[src/rtl/proc_pkg.sv]
// Shared constants for the 8-bit accumulator processor: instruction fields,
// opcode map and the control sequencer state encoding.
package proc_pkg;

  localparam int INSTR_W = 8;
  localparam int OPC_W   = 4;
  localparam int OPND_W  = 4;

  localparam logic [OPC_W-1:0] OP_JMP = 4'h8;
  localparam logic [OPC_W-1:0] OP_BZ  = 4'h9;
  localparam logic [OPC_W-1:0] OP_ST  = 4'hA;
  localparam logic [OPC_W-1:0] OP_LD  = 4'hB;
  localparam logic [OPC_W-1:0] OP_HLT = 4'hF;

  typedef enum logic [2:0] {
    FETCH  = 3'd0,
    DECODE = 3'd1,
    EXEC   = 3'd2,
    WB     = 3'd3,
    HALT   = 3'd4,
    ERR    = 3'd5
  } state_e;

  // Opcodes 0x0-0x7 are ALU operations.
  function automatic logic is_alu_op(input logic [OPC_W-1:0] opc);
    return ~opc[OPC_W-1];
  endfunction

endpackage

[src/rtl/exec_watchdog.sv]
// Counts EXEC cycles spent waiting on the ALU; flags the TIMEOUT-th such cycle.
module exec_watchdog #(
  parameter int TIMEOUT = 32
) (
  input  logic clk,
  input  logic rst,
  input  logic start_i,   // one EXEC cycle without alu_done is being counted
  input  logic clear_i,
  output logic expire_o
);

  localparam int CNT_W = $clog2(TIMEOUT + 1);

  logic [CNT_W-1:0] cnt_q, cnt_d;

  always_comb begin
    cnt_d = cnt_q;
    if (clear_i)
      cnt_d = '0;
    else if (start_i && (cnt_q != CNT_W'(TIMEOUT)))
      cnt_d = cnt_q + CNT_W'(1);
  end

  // Combinational so the sequencer can divert to ERR on this very cycle.
  assign expire_o = start_i && (cnt_q == CNT_W'(TIMEOUT - 1));

  always_ff @(posedge clk) begin
    if (rst) cnt_q <= '0;
    else     cnt_q <= cnt_d;
  end

endmodule

[src/rtl/ctrl_sequencer.sv]
// Multi-cycle FETCH/DECODE/EXEC/WB control unit for the accumulator processor,
// with jumps, branch-on-zero, halt and an ALU watchdog.
module ctrl_sequencer
  import proc_pkg::*;
#(
  parameter int PC_W    = 4,
  parameter int TIMEOUT = 32
) (
  input  logic                clk,
  input  logic                rst,
  input  logic [INSTR_W-1:0]  instr_i,
  input  logic                hold_i,
  input  logic                alu_done_i,
  input  logic                acc_zero_i,
  output logic [PC_W-1:0]     pc_o,
  output logic [OPND_W-1:0]   rf_addr_o,
  output logic                rf_rd_en_o,
  output logic                rf_we_o,
  output logic [2:0]          alu_op_o,
  output logic                alu_start_o,
  output logic                acc_we_o,
  output logic                acc_sel_o,
  output logic                halted_o,
  output logic                err_o
);

  state_e              state_q, state_d;
  logic [PC_W-1:0]     pc_q, pc_d;
  logic [INSTR_W-1:0]  ir_q, ir_d;
  logic                started_q, started_d;

  logic [OPC_W-1:0]    opc;
  logic [OPND_W-1:0]   opnd;
  logic                is_alu;
  logic                wd_tick, wd_clear, wd_expire;
  logic [PC_W-1:0]     pc_inc;

  assign opc    = ir_q[INSTR_W-1 -: OPC_W];
  assign opnd   = ir_q[OPND_W-1:0];
  assign is_alu = is_alu_op(opc);
  assign pc_inc = pc_q + PC_W'(1);

  assign wd_tick  = (state_q == EXEC) && is_alu && !alu_done_i;
  assign wd_clear = (state_q != EXEC);

  exec_watchdog #(.TIMEOUT(TIMEOUT)) u_exec_watchdog (
    .clk      (clk),
    .rst      (rst),
    .start_i  (wd_tick),
    .clear_i  (wd_clear),
    .expire_o (wd_expire)
  );

  // Marks EXEC cycles after the first, so the ALU start is a single pulse.
  assign started_d = (state_q == EXEC);

  always_comb begin
    state_d     = state_q;
    pc_d        = pc_q;
    ir_d        = ir_q;
    rf_rd_en_o  = 1'b0;
    rf_we_o     = 1'b0;
    alu_start_o = 1'b0;
    acc_we_o    = 1'b0;
    acc_sel_o   = 1'b0;
    case (state_q)
      FETCH: begin
        if (!hold_i) begin
          ir_d    = instr_i;
          state_d = DECODE;
        end
      end
      DECODE: begin
        rf_rd_en_o = is_alu || (opc == OP_LD);
        state_d    = (opc == OP_HLT) ? HALT : EXEC;
      end
      EXEC: begin
        if (is_alu) begin
          alu_start_o = !started_q;
          if (alu_done_i)     state_d = WB;
          else if (wd_expire) state_d = ERR;
        end else begin
          state_d = WB;
        end
      end
      WB: begin
        acc_we_o  = is_alu || (opc == OP_LD);
        acc_sel_o = (opc == OP_LD);
        rf_we_o   = (opc == OP_ST);
        if (opc == OP_JMP)
          pc_d = PC_W'(opnd);
        else if (opc == OP_BZ)
          pc_d = acc_zero_i ? PC_W'(opnd) : pc_inc;
        else
          pc_d = pc_inc;
        state_d = FETCH;
      end
      HALT:    state_d = HALT;
      ERR:     state_d = ERR;
      default: state_d = FETCH;
    endcase
  end

  always_ff @(posedge clk) begin
    if (rst) begin
      state_q   <= FETCH;
      pc_q      <= '0;
      ir_q      <= '0;
      started_q <= 1'b0;
    end else begin
      state_q   <= state_d;
      pc_q      <= pc_d;
      ir_q      <= ir_d;
      started_q <= started_d;
    end
  end

  assign pc_o      = pc_q;
  assign rf_addr_o = opnd;
  assign alu_op_o  = opc[2:0];
  assign halted_o  = (state_q == HALT);
  assign err_o     = (state_q == ERR);

endmodule

[config.mk]
export PLATFORM = sky130hd
export DESIGN_NAME = ctrl_sequencer
export DESIGN_NICKNAME = d
export VERILOG_FILES = /design/src/rtl/proc_pkg.sv /design/src/rtl/exec_watchdog.sv /design/src/rtl/ctrl_sequencer.sv
export SDC_FILE = /design/constraint.sdc
export NUM_CORES = 1
export LEC_CHECK = 0
export ABC_AREA = 1
export ABC_CLOCK_PERIOD_IN_PS = 1700
export CAP_MARGIN = 10
export CORE_ASPECT_RATIO = 1.25
export CORE_MARGIN = 2
export CORE_UTILIZATION = 51
export CTS_BUF_LIST = sky130_fd_sc_hd__clkbuf_4
export CTS_CLUSTER_SIZE = 16
export DETAILED_ROUTE_END_ITERATION = 10
export PLACE_DENSITY_LB_ADDON = 0.1
export RECOVER_POWER = 25
export SLEW_MARGIN = 20
export SYNTH_ARGS = -nofsm -noshare
export SYNTH_HDL_FRONTEND = slang
export SYNTH_SLANG_ARGS = --single-unit
export TNS_END_PERCENT = 30
[constraint.sdc]
create_clock -name clk -period 1.7 [get_ports clk]
set_clock_uncertainty 0.2 [all_clocks]
set_input_delay 0.34 -clock clk [delete_from_list [all_inputs] [get_ports clk]]
set_output_delay 0.34 -clock clk [all_outputs]
set_load 0.01 [all_outputs]
==> results.py <==
metrics = {
    "timing": {
        "report.final.hold_viol_count": 0,
        "finalWorstSetupSlack_ps": -73.1,
        "rsz_0062_raised_after_global_routing": "true",
        "timing.fmax_ghz": 0.564,
        "maxSlewViolCount": 0,
        "finalSetupViolations": 7,
        "tightestPinTransition_ps": 268,
        "post-route-period-util": 1.04,
        "period_minus_slack_ps": 1770,
        "slew_headroom": 0.822,
    },
    "floorplan": {
        "floorplan.die_area_mm2": 0.00294,
        "num_rows": 20,
        "floorplan.initialDensity": 0.534,
        "die_y_extent_um": 60.1,
        "die_width_um": 48.9,
        "core_area_mm2": 0.00240,
        "num_io_pins": 31,
    },
    "setup_path": {
        "crit_path_required_time_ps": 1160,
        "crit_chain": "inv_2, nand3_4, nor4_4, buf_2",
        "crit_path_start_kind": "flip-flop",
        "critical_path_class": "flip-flop to output pin",
        "capture_point_of_the_worst_reg_to_reg_path": "u_exec_watchdog.cnt_q[0]",
        "crit_arrival_ps": 1230,
        "timing.reg2reg.setup_slack_ps": 190,
        "slowest_stage": "sky130_fd_sc_hd__dfxtp_4",
        "setup.worst_path.end_class": "output pin",
        "critPathLaunch": "state_q[2]",
        "worstSetupEndpoint": "rf_we_o",
        "r2r_start": "u_exec_watchdog.cnt_q[0]",
        "cp_slowest_stage_delay_ps": 390,
        "critPathMaxFanout": 4,
        "r2r.worst_path.cells": 7,
    },
    "detailed_routing": {
        "firstDrtPassIters": 4,
        "post_drt_wl_per_cell_um": 11.7,
        "route.detailed.drc": 0,
        "postRouteAntennaNets": 0,
        "route.final.wire_length_um": 3090,
        "drt_first_iter_violations": 24,
        "vias": 1295,
        "vias_per_cell": 4.91,
    },
    "grt": {
        "grt_start_max_net_pins": 15,
        "grt_overflow": 0,
        "number_of_global_route_vias_before_repair": 1157,
        "groute.usage.overall": 0.227,
        "grt_first_pass_wirelength_um": 5040,
        "antenna_violations_before_repair": 0,
    },
    "cells_and_area": {
        "ff_latch_area_um2": 460,
        "num-nets-final": 248,
        "area_of_all_placed_cells_without_fillers_mm2": 0.00185,
        "diodes": 0,
        "flow.area_growth_from_synthesis_pct": 43.8,
        "multiInputGateArea_um2": 704,
        "n_fill_cell": 187,
        "final_cell_count_no_fill": 264,
        "fraction_of_final_layout_cells_with_drive_strength_greater_than_1": 0.325,
    },
    "place": {
        "final_gp_congestion": 0.801,
        "post-place-cells": 257,
        "setup_slack_at_placement_ps": -219,
        "port_buffers": 30,
        "post-dp-hpwl_um": 2440,
        "placement.cell_area_mm2": 0.00174,
    },
    "synth": {
        "ys_dominant_reg_cell": "sky130_fd_sc_hd__dfxtp_1",
        "synthMuxAreaShare": 0,
        "syn-mean-instance-area_um2": 7.09,
        "synth_simple_gate_area_frac": 0.317,
        "post_synth_xor_area_fraction": 0.0273,
        "post_syn_area_mm2": 0.00128,
        "netlist-cell-type-count": 28,
        "yosys_warnings": 0,
        "synth_compound_gate_area_share": 0.142,
        "synthesized_netlist_net_count": 197,
        "synth_async_sr_flop_share": 0,
        "yosys_register_bits": 22,
        "synthAdderAreaFrac": 0.0292,
        "main_combinational_cell_family_by_area_after_synthesis": "simple AND/OR/NAND/NOR gates",
        "number_of_flops_mapped_to_enable_cells_by_yosys": 0,
        "seq_area_frac_synth": 0.343,
        "syn_inst": 181,
    },
    "power": {
        "vdd_drop_max_mv": 0.708,
        "p_per_area_mw_per_mm2": 814,
        "report.power.total_uw": 1500,
        "leakage_power_uw": 0.000860,
    },
    "clock_network": {
        "clock_sink_count": 22,
        "clk_pin_slew_ps": 130,
        "tritoncts.num_buffers": 3,
        "clock_insertion_delay_worst_skew_ps": 310,
        "cell_at_the_root_of_the_clock_tree": "sky130_fd_sc_hd__clkbuf_4",
        "clock_tree_from_tritoncts": "done",
        "cts-root-to-sink-buffers": 2,
        "cts_max_level": 1,
    },
    "run": {
        "drv.max_cap_violation_count": 0,
    },
    "hold_path": {
        "hold_path_class": "flip-flop to flip-flop",
        "timing.hold.worst.start": "pc_o[3]",
    },
    "status": {
        "failing_checks": "setup timing",
        "outcome": "complete, but fails checks",
    },
}
[registers in the layout, summed over array words and instances (netlist names)]
| signal | cells |
|---|---|
| started_q | 1 |
| ir_q | 8 |
| pc_o | 4 |
| u_exec_watchdog.cnt_q | 6 |
| state_q | 3 |
[cells by family (layout without fill, tap and decap cells)]
group,after synthesis,after routing
buffers and inverters,39,89
XOR/XNOR,4,4
adder cells (fa/ha/maj),3,3
AO/OA/AOI/OAI,26,26
AND/OR/NAND/NOR,87,87
flip-flops,22,22
[cell type report]
| cell class | instances | area share |
|---|---|---|
| multi-input combinational | 120 | 0.382 |
| timing repair buffer | 56 | 0.256 |
| sequential | 22 | 0.249 |
| inverter | 29 | 0.0617 |
| tap | 33 | 0.0224 |
| clock inverter | 1 | 0.0163 |
| clock buffer | 3 | 0.0122 |
[critical path, delay by kind of cell, from the launching register on]
| family | cells | cell delay [ps] |
|---|---|---|
| simple gates | 2 | 300 |
| flops | 1 | 390 |
| buf+inv | 2 | 240 |
[worst min-delay path by stage]
stage                         end  slack (ps)  depth (start not counted)
after detailed placement  ir_q[0]         290                          2
after CTS                 pc_o[3]         290                          2
after floorplan           ir_q[3]         270                          2
final                     pc_o[3]         290                          2
after global placement    pc_o[3]         280                          2
after global routing      pc_o[3]         320                          2
[placed cells by master, fill, tap and decap left out, types with 4 or more instances in the layout]
master                            Yosys  layout
sky130_fd_sc_hd__a211oi_2             6       6
sky130_fd_sc_hd__a21oi_1             11      11
sky130_fd_sc_hd__buf_2                1       5
sky130_fd_sc_hd__buf_4                7      23
sky130_fd_sc_hd__clkdlybuf4s50_1      0      12
sky130_fd_sc_hd__dfxtp_1             22      12
sky130_fd_sc_hd__dfxtp_2              0       7
sky130_fd_sc_hd__dlygate4sd2_1        0      11
sky130_fd_sc_hd__inv_1               26      24
sky130_fd_sc_hd__nand2_1             39      37
sky130_fd_sc_hd__nand3_1              6       6
sky130_fd_sc_hd__nand4_1              6       6
sky130_fd_sc_hd__nor2_1              21      21
sky130_fd_sc_hd__nor2_2               4       4
sky130_fd_sc_hd__o21ai_1              4       4
[synthesized netlist by cell type (4+ instances only)]
cell type                   n  area share
sky130_fd_sc_hd__a21oi_1   11       0.043
sky130_fd_sc_hd__nand2_1   39        0.11
sky130_fd_sc_hd__nand4_1    6       0.029
sky130_fd_sc_hd__o21ai_1    4       0.016
sky130_fd_sc_hd__dfxtp_1   22        0.34
sky130_fd_sc_hd__buf_4      7       0.041
sky130_fd_sc_hd__nand3_2    4       0.031
sky130_fd_sc_hd__inv_1     26       0.076
sky130_fd_sc_hd__nand3_1    6       0.023
sky130_fd_sc_hd__nor2_2     4       0.019
sky130_fd_sc_hd__a211oi_2   6       0.058
sky130_fd_sc_hd__nor2_1    21       0.061
[routing by layer]
layer / GRT usage / wire [um]
met1: 0.240 / 1230
met2: 0.444 / 1720
met3: 0.0375 / 88
met4: 0.0980 / 52
met5: 0 / 0
[through the flow]
stage               hold WS [ps]  setup TNS (ps)  utilization
floorplan                    270               0            -
global placement             278           -1090        0.723
detailed placement           287           -1410        0.723
CTS                          291            -524        0.750
global route                 317            -915        0.768
finish                       289            -236        0.768
[timing repair]
action	in CTS	in global routing
setup endpoints to repair	18	13
gates resized for setup	54	15
pin swaps	2	3
buffers inserted	2	1
hold buffers	0	0
[report_power, final]
part	internal [uW]	switching, uW
clock network	239	161
registers	564	43.5
logic	241	253
Note: power is estimated with default switching activity, not from simulation.
